### src/rtl/disp_arb.sv
// disp_arb: two-source round-robin display arbiter.
// A granted value is driven to the display for HOLD_CYCLES clocks. At least
// one IDLE cycle separates two grants. On a tie, the source that was not
// served last wins.
//
// Parameters:
//   HOLD_CYCLES  number of HOLD cycles per grant (1..65535)
// Ports:
//   clk          system clock, rising edge
//   rst          asynchronous active-low reset
//   req_fib      Fibonacci-source request (level, held until granted)
//   data_fib     Fibonacci-source value
//   req_tmr      Timer-source request (level, held until granted)
//   data_tmr     Timer-source value
//   gnt_fib      one-cycle grant pulse to the Fibonacci source
//   gnt_tmr      one-cycle grant pulse to the Timer source
//   data_2       value currently driven to the display manager
//   modulo       source tag: 0 none, 1 Fibonacci, 2 Timer
//   busy         high while a value is being held
// Build option:
//   DISP_ARB_BLANK_EN  clear data_2/modulo when HOLD returns to IDLE
module disp_arb #(
    parameter int unsigned HOLD_CYCLES = 50
) (
    input  logic        clk,
    input  logic        rst,
    input  logic        req_fib,
    input  logic [15:0] data_fib,
    input  logic        req_tmr,
    input  logic [15:0] data_tmr,
    output logic        gnt_fib,
    output logic        gnt_tmr,
    output logic [15:0] data_2,
    output logic [1:0]  modulo,
    output logic        busy
);

    localparam int unsigned DATA_W = 16;
    localparam int unsigned CNT_W  = 16;
    localparam int unsigned MOD_W  = 2;

    localparam logic [CNT_W-1:0] CNT_LAST = CNT_W'(HOLD_CYCLES - 1);
    localparam logic [MOD_W-1:0] TAG_NONE = MOD_W'(0);
    localparam logic [MOD_W-1:0] TAG_FIB  = MOD_W'(1);
    localparam logic [MOD_W-1:0] TAG_TMR  = MOD_W'(2);

    // Last-served pointer encoding
    localparam logic LAST_FIB = 1'b0;
    localparam logic LAST_TMR = 1'b1;

    typedef enum logic {
        IDLE = 1'b0,
        HOLD = 1'b1
    } state_e;

    state_e              state_q, state_d;
    logic [CNT_W-1:0]    cnt_q, cnt_d;
    logic                last_q, last_d;
    logic [DATA_W-1:0]   data_q, data_d;
    logic [MOD_W-1:0]    mod_q, mod_d;
    logic                gnt_fib_q, gnt_fib_d;
    logic                gnt_tmr_q, gnt_tmr_d;
    logic                busy_q, busy_d;
    logic                pick_fib_c;
    logic                pick_tmr_c;

    // Round-robin pick: Fibonacci wins unless Timer also requests and Fibonacci was served last
    always_comb begin
        pick_fib_c = req_fib && (!req_tmr || (last_q == LAST_TMR));
        pick_tmr_c = req_tmr && !pick_fib_c;
    end

    // Next-state and output logic
    always_comb begin
        state_d   = state_q;
        cnt_d     = cnt_q;
        last_d    = last_q;
        data_d    = data_q;
        mod_d     = mod_q;
        gnt_fib_d = 1'b0;
        gnt_tmr_d = 1'b0;
        busy_d    = 1'b0;

        unique case (state_q)
            IDLE: begin
                if (pick_fib_c) begin
                    state_d   = HOLD;
                    cnt_d     = '0;
                    last_d    = LAST_FIB;
                    data_d    = data_fib;
                    mod_d     = TAG_FIB;
                    gnt_fib_d = 1'b1;
                    busy_d    = 1'b1;
                end else if (pick_tmr_c) begin
                    state_d   = HOLD;
                    cnt_d     = '0;
                    last_d    = LAST_TMR;
                    data_d    = data_tmr;
                    mod_d     = TAG_TMR;
                    gnt_tmr_d = 1'b1;
                    busy_d    = 1'b1;
                end
            end
            HOLD: begin
                // Requests are ignored here; the counter stops at CNT_LAST so it never wraps
                if (cnt_q == CNT_LAST) begin
                    state_d = IDLE;
                    cnt_d   = '0;
`ifdef DISP_ARB_BLANK_EN
                    data_d  = '0;
                    mod_d   = TAG_NONE;
`endif
                end else begin
                    cnt_d  = cnt_q + CNT_W'(1);
                    busy_d = 1'b1;
                end
            end
            default: begin
                state_d = IDLE;
            end
        endcase
    end

    // State and output registers
    always_ff @(posedge clk or negedge rst) begin
        if (!rst) begin
            state_q   <= IDLE;
            cnt_q     <= '0;
            last_q    <= LAST_TMR;
            data_q    <= '0;
            mod_q     <= TAG_NONE;
            gnt_fib_q <= 1'b0;
            gnt_tmr_q <= 1'b0;
            busy_q    <= 1'b0;
        end else begin
            state_q   <= state_d;
            cnt_q     <= cnt_d;
            last_q    <= last_d;
            data_q    <= data_d;
            mod_q     <= mod_d;
            gnt_fib_q <= gnt_fib_d;
            gnt_tmr_q <= gnt_tmr_d;
            busy_q    <= busy_d;
        end
    end

    assign gnt_fib = gnt_fib_q;
    assign gnt_tmr = gnt_tmr_q;
    assign data_2  = data_q;
    assign modulo  = mod_q;
    assign busy    = busy_q;

endmodule

### config.mk
export PLATFORM = sky130hd
export DESIGN_NAME = disp_arb
export DESIGN_NICKNAME = d
export VERILOG_FILES = /design/src/rtl/disp_arb.sv
export SDC_FILE = /design/constraint.sdc
export NUM_CORES = 1
export LEC_CHECK = 0
export CORE_AREA = 5 5 56 95
export CTS_BUF_LIST = sky130_fd_sc_hd__clkbuf_4 sky130_fd_sc_hd__clkbuf_8
export DETAILED_ROUTE_END_ITERATION = 10
export DIE_AREA = 0 0 61 100
export GPL_ROUTABILITY_DRIVEN = 1
export PLACE_DENSITY_LB_ADDON = 0.25
export SLEW_MARGIN = 20
export SYNTH_ARGS = -nofsm -noshare
export SYNTH_HDL_FRONTEND = slang
export SYNTH_SLANG_ARGS = --single-unit
export TNS_END_PERCENT = 30
### constraint.sdc
create_clock -name clk -period 1.6 [get_ports clk]
set_clock_uncertainty 0.15 [all_clocks]
set_input_delay 0.16 -clock clk [delete_from_list [all_inputs] [get_ports clk]]
set_output_delay 0.16 -clock clk [all_outputs]
set_load 0.1 [all_outputs]
After elaboration in Yosys (flattened, before gate mapping)
Index checks and enable logic that the tools add are counted.
{ "totals": {"regBits": 38, "input_bits": 36, "out_inout_bits": 21, "elab_cells": 36} }
{ "classes": {"addsub": 1, "n_eq_ne": 2, "muxes": 18, "n_bitwise": 1, "reduce_logical": 7} }
{ "ops": {"columns": ["op", "count"], "rows": [
  ["$mux W16", 5],
  ["$pmux W16 S2", 1],
  ["$add A16 B1 Y16 const B", 1],
  ["$eq A16 B6 Y1 const B", 1],
  ["$mux W1", 9],
  ["$mux W2", 2],
  ["$ne A3 B3 Y1 const B", 1],
  ["$logic_and A1 B1 Y1", 2],
  ["$logic_not A1 Y1", 2],
  ["$pmux W1 S2", 1],
  ["$reduce_and A2 Y1", 1],
  ["$reduce_bool A2 Y1", 1],
  ["$logic_or A1 B1 Y1", 1],
  ["$not A1 Y1", 1]
]} }

Logic depth before layout (Yosys ltp)
{ "logic_depth": {"depth_word": 8, "ltp_mapped": 8} }

Worst setup path after synthesis
No wires, ideal clock.
{ "synth_timing": {"path_type": "register -> register", "start": "reg busy (netlist name)", "end": "reg data_q[11] (netlist: data_2[11])", "setup_ps": 83, "arrival_time_ps": 1996, "t_required_ps": 1367, "path_slack_ps": -628, "stages_incl_launch_ff": 7, "n_path_buf": 2, "period_less_slack_ps": 2228, "path_cell_list": "dfrtp_1 inv_1 o21ai_0 clkbuf_1 clkbuf_1 nand2_1 o21ai_0"} }
{ "synth_lines": {"columns": ["element", "line", "source"], "rows": [
  ["end signal, assigned", "139", "data_q <= data_d;"],
  ["end, declared", "59", "logic [DATA_W-1:0] data_q, data_d;"]
]} }

Worst setup path in the final report
{ "layout_timing": {"start": "reg cnt_q[1]", "end": "reg cnt_q[12]"} }
{ "layout_via": {"elab_chain_len": 3, "word_cells_on_any_way": 4, "cone_classes": "1 x add/sub; 1 x eq/ne; 2 x mux"} }
{ "layout_lines": {"columns": ["element", "line", "source"], "rows": [
  ["start, declared", "57", "logic [CNT_W-1:0] cnt_q, cnt_d;"],
  ["start signal, assigned", "137", "cnt_q <= cnt_d;"],
  ["$add A16 B1 Y16 / $eq A16 B6 Y1 (equally long branches)", "114, 106", null],
  ["$mux W16 (*)", "106", "if (cnt_q == CNT_LAST) begin"],
  ["$pmux W16 S2 (*)", "84", "unique case (state_q)"]
]} }
Mark *: on every way between the ends. The rest lies on a longest branch, timed or not.
A chain may end at the register's enable or synchronous reset.

==> metrics.md <==
| Metric | Value |
|---|---|
| EDFF count, synth | `0` |
| Skew-Pair Late Insertion Delay | `a little under 0.3 ns` |
| Die area | `between 6000 and 7000 um^2` |
| Number of global-route vias before repair | `between 2000 and 2500` |
| Initial antenna violation count | `0` |
| Drt drc | `0` |
| CTS tree | `built` |
| PD cells | `about 600 nW/um^2` |
| Register area | `approximately 960 um^2` |
| Share of layout cells above drive strength 1 | `0.381` |
| Yosys top cell area share | `0.492` |
| Gate Count Post-Synth | `192` |
| Critical Path AT | `roughly 1.8 ns` |
| DPL Wire Length | `~4200 um` |
| Cell breakdown of the critical path | `buf_4 -> ha_2 -> nand3_2 -> or4_4 -> o21ai_1 -> a31oi_1` |
| Hold Path Class | `input port to asynchronous set/reset pin` |
| Commonest non-fill, non-tap cell in the layout | `dfrtp_1` |
| Placement Setup Slack | `-0.189 ns` |
| # IOs | `57` |
| Seq cells post-synth | `38` |
| Ys flop type | `dfrtp_1` |
| Via count | `~1900` |
| CP max FO | `3` |
| Clock root cell | `clkbuf_8` |
| WP buf/inv | `1` |
| Die Height | `around 100 um` |
| DIE WIDTH | `just over 60 um` |
| Max-Cap Viols | `0` |
| GRT overflow | `0` |
| Multi-input gate area | `between 1000 and 1500 um^2` |
| DRT Wirelength | `slightly below 6000 um` |
| Syn_nets | `230` |
| Global-route wire length before repair | `9270 um` |
| Sequential fraction of the synthesis area | `0.506` |
| Via-to-Cell Ratio | `about 5.6` |
| Initial Util | `0.427` |
| Minimum clock period after layout | `between 1.5 and 2 ns` |
| Antenna cells | `0` |
| Fin crit share | `1.10` |
| Top cells by area, synth | `dfrtp_1 49%, mux2i_1 7.5%, o21ai_0 6.4%` |
| DRT iter0 DRCs | `130` |
| CP endpoint kind | `flop` |
| Placed inst area | `around 3000 um^2` |
| Fin area | `about 3300 um^2` |
| Max-slew headroom | `0.778` |
| Area Overhead vs Synth | `77.4%` |
| Peak supply drop | `just under 0.0008 V` |
| Crit-path slowest cell | `or4_4` |
| H-tree depth | `2` |
| Fill cells | `roughly 290` |
| Syn avg cell area | `9.79 um^2` |
| Core Box Area | `roughly 4400 um^2` |
| Final Hold Fails | `0` |
| Layout Utilization | `0.757` |
| Failing checks | `setup timing` |
| Async SR Flop Fraction | `1.00` |
| Pleak | `about 1.5 nW` |
| Layout Nets | `between 300 and 400` |
| CTS Buf Count | `5` |
| Routed len/inst | `about 17 um` |
| CP peak stage delay | `0.50 ns` |
| Cell Area, Synth | `approximately 1900 um^2` |
| Largest net degree at the start of global routing | `30` |
| Status | `finished with violations` |
| Antenna Nets Post-Route | `0` |
| Critical path's top delay family | `simple AND/OR/NAND/NOR gates` |
| Final Power | `~2 mW` |
| Total Routing Usage GR | `0.201` |
| Synth area leader | `dfrtp_1` |
| Element type at the critical path start | `flop` |
| Final setup margin | `-0.155 ns` |
| Std cell rows | `32` |
| CTS max path bufs | `2` |
| Clk sinks | `38` |
| Routability cong. | `0.848` |
| RSZ-0062 raised after global routing | `true` |
| Critical Path RT | `between 1.5 and 2 ns` |
| PortBufs | `56` |
| Setup violations, final | `15` |
| F_max | `~570 MHz` |
| Worst-Margin Slew | `between 0.3 and 0.4 ns` |
| Most frequent cells in the layout | `36 x dfrtp_1, 34 x clkdlybuf4s50_1, 34 x buf_4, 25 x buf_12, 23 x nand2_1` |
| Max Slew Vio Count | `0` |
| Ys Warns | `0` |
| Sum Neg Setup Slack | `-1.44 ns` |
| Clock slew at reported path FFs | `about 0.080 ns` |
| Critical path class | `flop to flop` |
| Yosys cell types | `34` |
| TritonRoute pass-1 iters | `4` |
==> layout make-up <==
cell class / instances / share of cell area
repair buffers: 99 / 0.347
multi-input cells: 135 / 0.308
flip-flops and latches: 38 / 0.287
clock buffers: 7 / 0.0270
well taps: 51 / 0.0191
inverters: 9 / 0.0116
clock inverters: 1 / 0.00150
==> logic make-up after synthesis <==
logic type / after synthesis / share of synthesized area
multiplexers: 14 / 0.0745
buffers and inverters: 19 / 0.0532
AO/OA/AOI/OAI: 60 / 0.192
adder cells (fa/ha/maj): 2 / 0.0133
flip-flops: 38 / 0.506
AND/OR/NAND/NOR: 59 / 0.160
==> flip-flops by register name (all words and copies together), names as in the netlist <==
signal,count
cnt_q,16
gnt_tmr,1
gnt_fib,1
busy,1
data_2,16
last_q,1
modulo,2
==> per-layer routing <==
metal,vias up,wire length [um],global-route usage
li1,898,-,-
met1,925,1980,0.197
met2,56,3380,0.371
met3,15,293,0.0579
met4,0,142,0.0885
met5,-,0,0
==> where the power goes <==
part | internal [mW] | switching, mW
Combinational | 0.164 | 0.129
Sequential | 0.976 | 0.0160
Clock | 0.365 | 0.347
==> Yosys cell counts, types with 3 or more instances <==
cell type and instances:
a41oi_1 5, nor4_1 3, inv_1 9, nand3_1 9
and3_1 7, dfrtp_1 37, o21ai_0 24, nor2_1 4
a21oi_1 10, nand2_1 23, a31oi_1 14, clkbuf_1 4
mux2i_1 14, buf_6 3
==> path summary, 6_finish.rpt <==
path,to,cells past startpoint,slack [ns],startpoint
setup / recovery,cnt_q[12],6,-0.16,cnt_q[1]
hold / removal,cnt_q[9],2,0.14,rst
setup reg to reg,cnt_q[12],6,-0.16,cnt_q[1]
hold reg to reg,last_q,2,0.38,last_q
max in group asynchronous,busy,3,0.70,rst
min in group clk,data_2[1],2,0.33,data_tmr[1]
==> through the flow <==
step / cells / hold slack, ns
finish: 340 / 0.142
global placement: 330 / -0.0657
floorplan: 192 / -0.286
global route: 340 / 0.183
CTS: 341 / 0.150
detailed placement: 330 / -0.0698
==> repair_timing <==
action / in CTS / in global routing
hold buffers: 1 / 0
gates resized for setup: 26 / 19
cloned: 1 / 0
hold endpoints to repair: 38 / 0
pin swaps: 10 / 1
setup buffers: 1 / 0
endpoints found under the setup margin: 17 / 18
No activity file was read; power rests on OpenSTA's default activity.
